[config.mk]
export PLATFORM = sky130hd
export DESIGN_NAME = branch_predict_unit_flat
export DESIGN_NICKNAME = d
export VERILOG_FILES = /design/src/rtl/branch_predict_unit_if.sv /design/src/rtl/branch_predict_unit.sv /design/src/flat_wrapper.sv
export SDC_FILE = /design/constraint.sdc
export NUM_CORES = 1
export LEC_CHECK = 0
export ABC_CLOCK_PERIOD_IN_PS = 4500
export CAP_MARGIN = 20
export CELL_PAD_IN_SITES_DETAIL_PLACEMENT = 0
export CELL_PAD_IN_SITES_GLOBAL_PLACEMENT = 2
export CORE_ASPECT_RATIO = 1.4
export CORE_MARGIN = 2
export CORE_UTILIZATION = 33
export DETAILED_ROUTE_END_ITERATION = 16
export PLACE_DENSITY_LB_ADDON = 0.25
export SLEW_MARGIN = 20
export SYNTH_ARGS = -nofsm -noshare
export SYNTH_HDL_FRONTEND = slang
export SYNTH_SLANG_ARGS = --single-unit
[constraint.sdc]
create_clock -name clk -period 4.5 [get_ports clk]
set_input_delay 0.9 -clock clk [delete_from_list [all_inputs] [get_ports clk]]
set_output_delay 0.9 -clock clk [all_outputs]
set_load 0.01 [all_outputs]
[src/rtl/branch_predict_unit_if.sv]
// Fetch/execute-side bus of the branch predict unit.
//   master : pipeline side, drives fetch_pc and the ex_* execute-stage fields and
//            receives the prediction, redirect and status outputs.
//   slave  : predictor side (branch_predict_unit).
interface branch_predict_unit_if #(
  parameter int unsigned PC_WIDTH  = 9,
  parameter int unsigned CNT_WIDTH = 16
);
  logic [PC_WIDTH-1:0]  fetch_pc;
  logic                 pred_taken;
  logic [PC_WIDTH-1:0]  pred_target;
  logic                 ex_valid;
  logic [PC_WIDTH-1:0]  ex_pc;
  logic [31:0]          ex_imm;
  logic                 ex_branch;
  logic                 ex_jump;
  logic                 ex_cond;
  logic                 ex_pred_taken;
  logic [PC_WIDTH-1:0]  ex_pred_target;
  logic                 ex_halt;
  logic                 pc_sel;
  logic [PC_WIDTH-1:0]  pc_redirect;
  logic                 flush;
  logic                 halted;
  logic [CNT_WIDTH-1:0] mispredict_count;

  modport master (
    output fetch_pc, ex_valid, ex_pc, ex_imm, ex_branch, ex_jump, ex_cond,
           ex_pred_taken, ex_pred_target, ex_halt,
    input  pred_taken, pred_target, pc_sel, pc_redirect, flush, halted, mispredict_count
  );

  modport slave (
    input  fetch_pc, ex_valid, ex_pc, ex_imm, ex_branch, ex_jump, ex_cond,
           ex_pred_taken, ex_pred_target, ex_halt,
    output pred_taken, pred_target, pc_sel, pc_redirect, flush, halted, mispredict_count
  );
endinterface

[src/rtl/branch_predict_unit.sv]
// Direct-mapped branch target buffer with 2-bit saturating counters, execute-stage
// misprediction detection/redirect, misprediction counter and a sticky halt state.
// Ports:
//   clk    : sole clock, rising edge
//   reset  : synchronous active-high reset
//   bus    : branch_predict_unit_if.slave -- fetch lookup (fetch_pc -> pred_taken,
//            pred_target), execute resolution (ex_*), redirect (pc_sel, pc_redirect,
//            flush), status (halted, mispredict_count)
module branch_predict_unit #(
  parameter int unsigned PC_WIDTH    = 9,
  parameter int unsigned BHT_ENTRIES = 16,
  parameter int unsigned CNT_WIDTH   = 16
) (
  input logic                  clk,
  input logic                  reset,
  branch_predict_unit_if.slave bus
);
  localparam int unsigned Idx  = $clog2(BHT_ENTRIES);
  localparam int unsigned TagW = PC_WIDTH - Idx - 2;

  typedef enum logic {StRun, StHalted} state_e;

  state_e                 state_q, state_d;
  logic [PC_WIDTH-1:0]    halt_pc_q, halt_pc_d;
  logic [CNT_WIDTH-1:0]   miss_cnt_q, miss_cnt_d;

  logic [BHT_ENTRIES-1:0] valid_q, valid_d;
  logic [TagW-1:0]        tag_q [BHT_ENTRIES];
  logic [TagW-1:0]        tag_d [BHT_ENTRIES];
  logic [PC_WIDTH-1:0]    tgt_q [BHT_ENTRIES];
  logic [PC_WIDTH-1:0]    tgt_d [BHT_ENTRIES];
  logic [1:0]             cnt_q [BHT_ENTRIES];
  logic [1:0]             cnt_d [BHT_ENTRIES];

  logic [Idx-1:0]         f_idx, e_idx;
  logic [TagW-1:0]        f_tag, e_tag;
  logic [PC_WIDTH-1:0]    target, seq;
  logic                   actual_taken, run_eff, mispredict, do_update, e_hit;
  logic [1:0]             cnt_new;
  logic                   unused_imm;

  assign unused_imm = ^bus.ex_imm[31:PC_WIDTH];

  // Fetch lookup reads the registered table only, so a same-cycle update is not visible.
  assign f_idx = bus.fetch_pc[Idx+1:2];
  assign f_tag = bus.fetch_pc[PC_WIDTH-1:Idx+2];
  assign bus.pred_taken  = valid_q[f_idx] && (tag_q[f_idx] == f_tag) && cnt_q[f_idx][1];
  assign bus.pred_target = bus.pred_taken ? tgt_q[f_idx] : bus.fetch_pc + PC_WIDTH'(4);

  assign e_idx        = bus.ex_pc[Idx+1:2];
  assign e_tag        = bus.ex_pc[PC_WIDTH-1:Idx+2];
  assign e_hit        = valid_q[e_idx] && (tag_q[e_idx] == e_tag);
  assign actual_taken = (bus.ex_branch & bus.ex_cond) | bus.ex_jump;
  assign target       = bus.ex_pc + bus.ex_imm[PC_WIDTH-1:0];
  assign seq          = bus.ex_pc + PC_WIDTH'(4);

  // While reset is held the outputs behave as in RUN regardless of the halt state.
  assign run_eff    = reset || (state_q == StRun);
  assign mispredict = bus.ex_valid && run_eff && !bus.ex_halt &&
                      ((actual_taken != bus.ex_pred_taken) ||
                       (actual_taken && (bus.ex_pred_target != target)));
  assign do_update  = bus.ex_valid && run_eff && !bus.ex_halt &&
                      (bus.ex_branch || bus.ex_jump);

  assign bus.halted           = (state_q == StHalted);
  assign bus.mispredict_count = miss_cnt_q;

  // Counter value written on an update.
  always_comb begin
    cnt_new = cnt_q[e_idx];
    if (bus.ex_jump) begin
      cnt_new = 2'b11;
    end else if (!e_hit) begin
      cnt_new = actual_taken ? 2'b10 : 2'b01;
    end else if (actual_taken) begin
      cnt_new = (cnt_q[e_idx] == 2'b11) ? 2'b11 : cnt_q[e_idx] + 2'b01;
    end else begin
      cnt_new = (cnt_q[e_idx] == 2'b00) ? 2'b00 : cnt_q[e_idx] - 2'b01;
    end
  end

  always_comb begin
    valid_d = valid_q;
    tag_d   = tag_q;
    tgt_d   = tgt_q;
    cnt_d   = cnt_q;
    if (do_update) begin
      valid_d[e_idx] = 1'b1;
      tag_d[e_idx]   = e_tag;
      tgt_d[e_idx]   = target;
      cnt_d[e_idx]   = cnt_new;
    end
  end

  always_comb begin
    miss_cnt_d = miss_cnt_q;
    if (mispredict && (miss_cnt_q != '1)) begin
      miss_cnt_d = miss_cnt_q + CNT_WIDTH'(1);
    end
  end

  // Halt FSM and redirect outputs.
  always_comb begin
    state_d         = state_q;
    halt_pc_d       = halt_pc_q;
    bus.pc_sel      = 1'b0;
    bus.flush       = 1'b0;
    bus.pc_redirect = seq;
    if (!run_eff) begin
      bus.pc_sel      = 1'b1;
      bus.flush       = 1'b1;
      bus.pc_redirect = halt_pc_q;
    end else if (bus.ex_valid && bus.ex_halt) begin
      bus.pc_sel      = 1'b1;
      bus.flush       = 1'b1;
      bus.pc_redirect = bus.ex_pc;
      state_d         = StHalted;
      halt_pc_d       = bus.ex_pc;
    end else if (mispredict) begin
      bus.pc_sel      = 1'b1;
      bus.flush       = 1'b1;
      bus.pc_redirect = actual_taken ? target : seq;
    end
  end

  always_ff @(posedge clk) begin
    if (reset) begin
      state_q    <= StRun;
      halt_pc_q  <= '0;
      miss_cnt_q <= '0;
      valid_q    <= '0;
      for (int i = 0; i < int'(BHT_ENTRIES); i++) begin
        tag_q[i] <= '0;
        tgt_q[i] <= '0;
        cnt_q[i] <= 2'b01;
      end
    end else begin
      state_q    <= state_d;
      halt_pc_q  <= halt_pc_d;
      miss_cnt_q <= miss_cnt_d;
      valid_q    <= valid_d;
      tag_q      <= tag_d;
      tgt_q      <= tgt_d;
      cnt_q      <= cnt_d;
    end
  end
endmodule
[src/flat_wrapper.sv]
// flat-port wrapper written by rule: the top's interface ports become plain ports
module branch_predict_unit_flat 
#(
  parameter int unsigned PC_WIDTH    = 9,
  parameter int unsigned BHT_ENTRIES = 16,
  parameter int unsigned CNT_WIDTH   = 16
)
  (clk, reset, bus_fetch_pc, bus_ex_valid, bus_ex_pc, bus_ex_imm, bus_ex_branch, bus_ex_jump, bus_ex_cond, bus_ex_pred_taken, bus_ex_pred_target, bus_ex_halt, bus_pred_taken, bus_pred_target, bus_pc_sel, bus_pc_redirect, bus_flush, bus_halted, bus_mispredict_count);
  branch_predict_unit_if #(.PC_WIDTH(PC_WIDTH), .CNT_WIDTH(CNT_WIDTH)) bus_i ();
  input logic clk;
  input logic reset;
  input wire logic [$bits(bus_i.fetch_pc)-1:0] bus_fetch_pc;
  input wire logic [$bits(bus_i.ex_valid)-1:0] bus_ex_valid;
  input wire logic [$bits(bus_i.ex_pc)-1:0] bus_ex_pc;
  input wire logic [$bits(bus_i.ex_imm)-1:0] bus_ex_imm;
  input wire logic [$bits(bus_i.ex_branch)-1:0] bus_ex_branch;
  input wire logic [$bits(bus_i.ex_jump)-1:0] bus_ex_jump;
  input wire logic [$bits(bus_i.ex_cond)-1:0] bus_ex_cond;
  input wire logic [$bits(bus_i.ex_pred_taken)-1:0] bus_ex_pred_taken;
  input wire logic [$bits(bus_i.ex_pred_target)-1:0] bus_ex_pred_target;
  input wire logic [$bits(bus_i.ex_halt)-1:0] bus_ex_halt;
  output wire logic [$bits(bus_i.pred_taken)-1:0] bus_pred_taken;
  output wire logic [$bits(bus_i.pred_target)-1:0] bus_pred_target;
  output wire logic [$bits(bus_i.pc_sel)-1:0] bus_pc_sel;
  output wire logic [$bits(bus_i.pc_redirect)-1:0] bus_pc_redirect;
  output wire logic [$bits(bus_i.flush)-1:0] bus_flush;
  output wire logic [$bits(bus_i.halted)-1:0] bus_halted;
  output wire logic [$bits(bus_i.mispredict_count)-1:0] bus_mispredict_count;
  assign bus_i.fetch_pc = bus_fetch_pc;
  assign bus_i.ex_valid = bus_ex_valid;
  assign bus_i.ex_pc = bus_ex_pc;
  assign bus_i.ex_imm = bus_ex_imm;
  assign bus_i.ex_branch = bus_ex_branch;
  assign bus_i.ex_jump = bus_ex_jump;
  assign bus_i.ex_cond = bus_ex_cond;
  assign bus_i.ex_pred_taken = bus_ex_pred_taken;
  assign bus_i.ex_pred_target = bus_ex_pred_target;
  assign bus_i.ex_halt = bus_ex_halt;
  assign bus_pred_taken = bus_i.pred_taken;
  assign bus_pred_target = bus_i.pred_target;
  assign bus_pc_sel = bus_i.pc_sel;
  assign bus_pc_redirect = bus_i.pc_redirect;
  assign bus_flush = bus_i.flush;
  assign bus_halted = bus_i.halted;
  assign bus_mispredict_count = bus_i.mispredict_count;
  branch_predict_unit #(.PC_WIDTH(PC_WIDTH), .BHT_ENTRIES(BHT_ENTRIES), .CNT_WIDTH(CNT_WIDTH)) u_core (.clk(clk), .reset(reset), .bus(bus_i));
endmodule
==> flow_metrics.env, run 1 <==
export IMPL_hold_end="u_core.tgt_q[54]"
export IMPL_cts_tree="done"
export IMPL_crit_type="in2out"
export IMPL_min_path_type="reg2reg"
export IMPL_drive_gt1_share_pct=19.7
export IMPL_ys_async_sr_fraction_pct=0
export IMPL_worst_r2r_cell_count=9
export IMPL_grt_use_total_pct=22.2
export IMPL_antenna_found_initial=1
export IMPL_p_comb_share_pct=13.3
export IMPL_synth_xor_area_share_pct=3.66
export IMPL_cp_required_ns=3.60
export IMPL_die_width_um=172
export IMPL_p_switching_uw=1500
export IMPL_design_area_sq_mm=0.0162
export IMPL_routed_via_density=5.24
export IMPL_initial_core_util_pct=33.2
export IMPL_antenna_cells=0
export IMPL_yosys_area_top_type="dfxtp_1"
export IMPL_yosysSeqAreaShare_pct=40.9
export IMPL_yosysTopAreaCellShare_pct=40.9
export IMPL_status="finished with violations"
export IMPL_cts_hold_buffers_added=0
export IMPL_fp_coreArea_sq_mm=0.0392
export IMPL_period_needed_ns=4.72
export IMPL_clockBufferDepth=3
export IMPL_wl_per_cell_um=21.3
export IMPL_cp_max_fo=3
export IMPL_gp_congestion=0.835
export IMPL_power_uw=5710
export IMPL_finalWorstSetupSlack_ns=-0.215
export IMPL_grt_max_degree=96
export IMPL_wl_um=45400
export IMPL_die_area_sq_mm=0.0411
export IMPL_clock_skew_final_ns=0.0155
export IMPL_synthMuxAreaShare_pct=16.6
export IMPL_synth_top_family_by_area="simple AND/OR/NAND/NOR gates"
export IMPL_drtPass1Iterations=5
export IMPL_synth_compound_area_share_pct=14.0
export IMPL_hold_viol_final=0
export IMPL_post_route_period_util_pct=105
export IMPL_ys_warn_count=0
export IMPL_synth_ff_type="dfxtp_1"
export IMPL_ys_types=61
export IMPL_drv_slew=0
export IMPL_setup_violations=9
export IMPL_io_pins=105
export IMPL_synthTopCellsByArea="dfxtp_1, mux4_2, nand2_1"
export IMPL_avgSynthCellArea_sq_um=8.89
export IMPL_synth_seq_cells=266
export IMPL_pwr_density_cell_mw_per_mm2=351
export IMPL_maxCapViolCount=0
export IMPL_numCtsBuffers=30
export IMPL_dp_slack_ns=-1.11
export IMPL_finalSetupTns_ns=-1.28
export IMPL_syn_cell_area_sq_mm=0.0130
export IMPL_drt_iter0_markers=780
export IMPL_power_internal_uw=4210
export IMPL_vias=11152
export IMPL_hold_depth=2
export IMPL_area_growth_pct=24.7
export IMPL_nets=1658
export IMPL_ant_nets=0
export IMPL_grt_pass1_vias=10824
export IMPL_port_buffers=81
export IMPL_synthCells=1464
export IMPL_cts_htree_levels=1
export IMPL_clk_latency_ns=0.59
export IMPL_synth_nets=1546
export IMPL_utilization_pct=41.5
export IMPL_clk_pin_slew_worst_paths_ns=0.06
export IMPL_rows=86
export IMPL_placed_area_sq_mm=0.0149
export IMPL_dp_hpwl_um=30700
export IMPL_rr_endpoint="u_core.cnt_q[22]"
export IMPL_r2r_setup_slack_ns=1.44
export IMPL_startpoint_type="input pin"
export IMPL_violations="negative setup slack"
export IMPL_power_frac_clock_pct=44.8
export IMPL_worst_pin_slew_ns=1.07
export IMPL_drc=0
export IMPL_pwr_share_seq_pct=41.9
export IMPL_switching_share_pct=26.2
export IMPL_synth_adder_area_share_pct=1.58
export IMPL_cts_sinks=266
export IMPL_holdCritStartpoint="u_core.tgt_q[54]"
export IMPL_grt_first_pass_wirelength_um=68100
export IMPL_synth_edf_count=0
export IMPL_clock_fmax_mhz=212
export IMPL_cts_root_buffer="clkbuf_16"
export IMPL_r2r_start="u_core.tag_q[26]"
export IMPL_gr_total_overflow=0
export IMPL_ir_drop_uv=275
export IMPL_synth_simple_gate_area_share_pct=19.1
export IMPL_end_kind="output port"
export IMPL_leakage_uw=0.00566
export IMPL_timing_slew_headroom_pct=28.8
export IMPL_die_height_um=239
export IMPL_rsz0062_at_grt="yes"
export IMPL_arrival_ns=3.82
## what timing repair did
action,CTS,global route
cloned,1,0
setup endpoints to repair,21,17
setup buffers,6,11
pin swaps,17,9
gates resized for setup,108,16
## worst max-delay path: stages
cell	delay, ns
buf_8	0.10
ha_4	0.15
fa_2	0.56
xnor2_2	0.12
nand4_1	0.12
or4_4	0.54
a311oi_4	0.27
nand4_1	0.25
buf_4	0.21
nor2b_1	0.11
o21ai_1	0.07
a32o_2	0.29
buf_6	0.12
## placed cells by master (no fill, tap or decap), drive strengths merged, types with 4 or more instances in the layout
cell type      count
inv                4
o211ai             7
mux4              88
nor2             188
and3               4
a211oi            54
nand4              7
clkinv             9
xor2              17
xnor2             25
mux2i              9
nor3              19
buf              141
nor4              10
nand2            286
o21ai             58
clkdlybuf4s50     48
a21oi            172
nand3             37
clkbuf            46
xnor3              4
nand3b            16
ha                14
dfxtp            266
dlygate4sd2        9
mux2               6
nor2b              6
## metal layers
layer	wire length [um]	vias to the layer above	track usage [%]
met5	0	-	0
met4	1370	0	6.95
met2	23300	293	39.4
met1	18800	5408	28.1
li1	-	5378	-
met3	1970	73	2.42
## stage by stage
stage | hold slack (ns) | cells
final | 0.453 | 2128
after global routing | 0.469 | 2128
after CTS | 0.454 | 2119
after detailed placement | 0.446 | 2057
after global placement | 0.439 | 2057
after floorplan | 0.433 | 1464
## final cells by class
class                   count  area [sq um]
clock buffers              45           877
clock inverters            11           159
fillers                  3945         22900
inverters                   5          18.8
multi-input cells        1068          7350
flip-flops and latches    266          5330
well taps                 528           661
repair buffers            205          1850
## cell families after synthesis
group / count (synthesis)
and+or+nand+nor: 588
adders and majority gates: 16
buffers and inverters: 130
DFF: 266
AOI/OAI and AO/OA: 315
xor gates and xnor gates: 46
muxes: 103
## flip-flops by register name, indices dropped and copies added (netlist names)
name,flops
u_core.bus.halted,1
u_core.bus.mispredict_count,16
u_core.cnt_q,32
u_core.halt_pc_q,9
u_core.tag_q,48
u_core.tgt_q,144
u_core.valid_q,16
## synthesized netlist by cell type (all sizes together), types with 4 or more instances
cell type,n
nor4,10
mux4,88
nor3,19
nor2,188
o211ai,7
nand2,286
mux2,6
nand3,37
mux2i,9
dfxtp,266
clkbuf,95
a211oi,54
nor2b,6
nand4,7
xnor3,4
o21ai,58
and3,4
xnor2,25
xor2,17
a21oi,172
buf,30
ha,14
inv,4
nand3b,16
## power by group through the flow
stage,Clock (uW),Combinational (uW),Sequential (uW)
CTS,2620,745,2390
global placement,0,731,2440
finish,2560,758,2390
detailed placement,0,731,2440
global route,2710,809,2390
floorplan,0,400,2440
## how the worst max path moves through the flow
| stage | from | end | slack, ns |
|---|---|---|---|
| 6_report | bus_ex_pc[0] | bus_pc_redirect[5] | -0.22 |
| 5_1_grt | bus_ex_pc[0] | bus_pc_redirect[5] | -0.32 |
| 4_1_cts | bus_ex_pc[0] | bus_pc_redirect[7] | -0.27 |
| 3_5_place_dp | bus_ex_pc[0] | bus_pc_redirect[7] | -1.11 |
| 3_3_place_gp | bus_ex_pc[0] | bus_pc_redirect[7] | -1.02 |
| 2_1_floorplan | bus_ex_imm[0] | bus_pc_redirect[7] | -0.07 |
Note: power is estimated with default switching activity, not from simulation.
==> run 2: changes to the inputs <==
--- a/config.mk
+++ b/config.mk
@@ -5,13 +5,13 @@
 export SDC_FILE = /design/constraint.sdc
 export NUM_CORES = 1
 export LEC_CHECK = 0
-export ABC_CLOCK_PERIOD_IN_PS = 4500
+export ABC_CLOCK_PERIOD_IN_PS = 4800
 export CAP_MARGIN = 20
 export CELL_PAD_IN_SITES_DETAIL_PLACEMENT = 0
 export CELL_PAD_IN_SITES_GLOBAL_PLACEMENT = 2
 export CORE_ASPECT_RATIO = 1.4
 export CORE_MARGIN = 2
-export CORE_UTILIZATION = 33
+export CORE_UTILIZATION = 36
 export DETAILED_ROUTE_END_ITERATION = 16
 export PLACE_DENSITY_LB_ADDON = 0.25
 export SLEW_MARGIN = 20
==> constraint.sdc (replaced) <==
create_clock -name clk -period 4.8 [get_ports clk]
set_input_delay 0.96 -clock clk [delete_from_list [all_inputs] [get_ports clk]]
set_output_delay 0.96 -clock clk [all_outputs]
set_load 0.01 [all_outputs]
==> run 2 against run 1 <==
Net effect:
- the flow now finishes without violations
- combinational power down 9.8%
- via count down 0.20%
- die area down 8.2%
- design area down 2.1%
- first-iteration DRC count up 26%
- highest routed layer unchanged
==> flow_metrics.env, run 2 (synthesis gave the netlist of run 1 again) <==
export IMPL_wl_per_cell_um=21.7
export IMPL_clockBufferDepth=3
export IMPL_drive_gt1_share_pct=18.3
export IMPL_end_kind="output port"
export IMPL_cp_required_ns=3.84
export IMPL_rsz0062_at_grt="yes"
export IMPL_mostFrequentLayoutCell="nand2_1"
export IMPL_cts_htree_levels=1
export IMPL_clk_pin_slew_worst_paths_ns=0.06
export IMPL_drv_slew=0
export IMPL_grt_pass1_vias=10788
export IMPL_status="completed"
export IMPL_antenna_found_initial=0
export IMPL_die_height_um=229
export IMPL_ant_nets=0
export IMPL_leakage_uw=0.00551
export IMPL_finalSetupTns_ns=0
export IMPL_grt_first_pass_wirelength_um=66800
export IMPL_final_cell_mix="nand2_1, dfxtp_1, nor2_1, a21oi_1, buf_4"
export IMPL_largest_reg_flops=144
export IMPL_cts_sinks=266
export IMPL_post_route_period_util_pct=99.5
export IMPL_hold_viol_final=0
export IMPL_wl_um=44400
export IMPL_area_growth_pct=22.1
export IMPL_startpoint_type="input pin"
export IMPL_drc=0
export IMPL_timing_slew_headroom_pct=33.9
export IMPL_maxCapViolCount=0
export IMPL_cts_root_buffer="clkbuf_16"
export IMPL_arrival_ns=3.82
export IMPL_drt_iter0_markers=982
export IMPL_io_pins=105
export IMPL_reg_top3="u_core.tgt_q (144), u_core.tag_q (48), u_core.cnt_q (32)"
export IMPL_clock_skew_final_ns=0.0152
export IMPL_period_needed_ns=4.78
export IMPL_antenna_cells=0
export IMPL_cp_max_fo=3
export IMPL_clk_latency_ns=0.56
export IMPL_port_buffers=81
export IMPL_nets=1643
export IMPL_die_width_um=165
export IMPL_placed_area_sq_mm=0.0148
export IMPL_dp_hpwl_um=29500
export IMPL_pwr_density_cell_mw_per_mm2=330
export IMPL_utilization_pct=44.5
export IMPL_die_area_sq_mm=0.0377
export IMPL_initial_core_util_pct=36.5
export IMPL_cts_hold_buffers_added=0
export IMPL_power_uw=5250
export IMPL_top_register="u_core.tgt_q"
export IMPL_min_path_type="reg2reg"
export IMPL_clock_fmax_mhz=209
export IMPL_design_area_sq_mm=0.0159
export IMPL_numCtsBuffers=29
export IMPL_gr_total_overflow=0
export IMPL_crit_type="in2out"
export IMPL_ir_drop_uv=281
export IMPL_setup_violations=0
export IMPL_grt_use_total_pct=23.5
export IMPL_worst_pin_slew_ns=0.991
export IMPL_placedCellCount=1985
export IMPL_fp_coreArea_sq_mm=0.0357
export IMPL_cts_tree="done"
export IMPL_routed_via_density=5.44
export IMPL_fin_cells=2046
export IMPL_rows=82
export IMPL_drtPass1Iterations=5
export IMPL_grt_max_degree=206
export IMPL_vias=11130
export IMPL_gp_congestion=0.821
[run 2: metrics by stage]
stage | hold WS [ns] | setup WS [ns]
after global routing | 0.468 | -0.0824
final | 0.449 | 0.0231
after floorplan | 0.433 | 0.0220
after CTS | 0.451 | -0.0356
after global placement | 0.439 | -0.799
after detailed placement | 0.443 | -0.834
[run 2: metal layers]
metal  vias to the layer above  global-route usage, %  routed length [um]
met5                         -                      0                   0
met4                         0                   8.04                1510
met3                        74                   2.46                1820
met2                       288                   41.1               22500
met1                      5415                   29.9               18600
li1                       5353                      -                   -
[run 2: layout make-up]
type | instances | area (sq um)
Fill cell | 3493 | 19800
Tap cell | 462 | 578
Sequential cell | 266 | 5330
Clock inverter | 14 | 176
Inverter | 5 | 18.8
Clock buffer | 40 | 807
Multi-Input combinational cell | 1068 | 7310
Timing Repair Buffer | 191 | 1690
[run 2: final timing paths]
check,endpoint,cells past startpoint,slack [ns],from
min reg2reg,u_core.tgt_q[91],2,0.45,u_core.tgt_q[91]
max reg2reg,u_core.cnt_q[8],9,1.85,u_core.tag_q[41]
max,bus_pc_redirect[8],12,0.02,bus_ex_pc[0]
min,u_core.tgt_q[91],2,0.45,u_core.tgt_q[91]
[run 2: worst max-delay path, cell delays in order]
cell      delay [ns]
buf_8           0.10
ha_4            0.16
fa_2            0.55
xnor2_1         0.12
nand4_1         0.12
or4_4           0.51
a311oi_4        0.25
nand4_1         0.21
nand3_2         0.17
mux2_4          0.31
o211ai_1        0.19
buf_2           0.17
[run 2: report_power, final]
group | internal, uW | switching (uW) | total [uW]
Clock | 1390 | 934 | 2320
Sequential | 2230 | 12.6 | 2240
Combinational | 277 | 407 | 684
Total | 3890 | 1350 | 5250
[run 2: timing repair]
action                                  4_1_cts  5_1_grt
buffers inserted                              2        5
pin swaps                                    14        9
endpoints found under the setup margin       20       17
gates resized for setup                      71       19
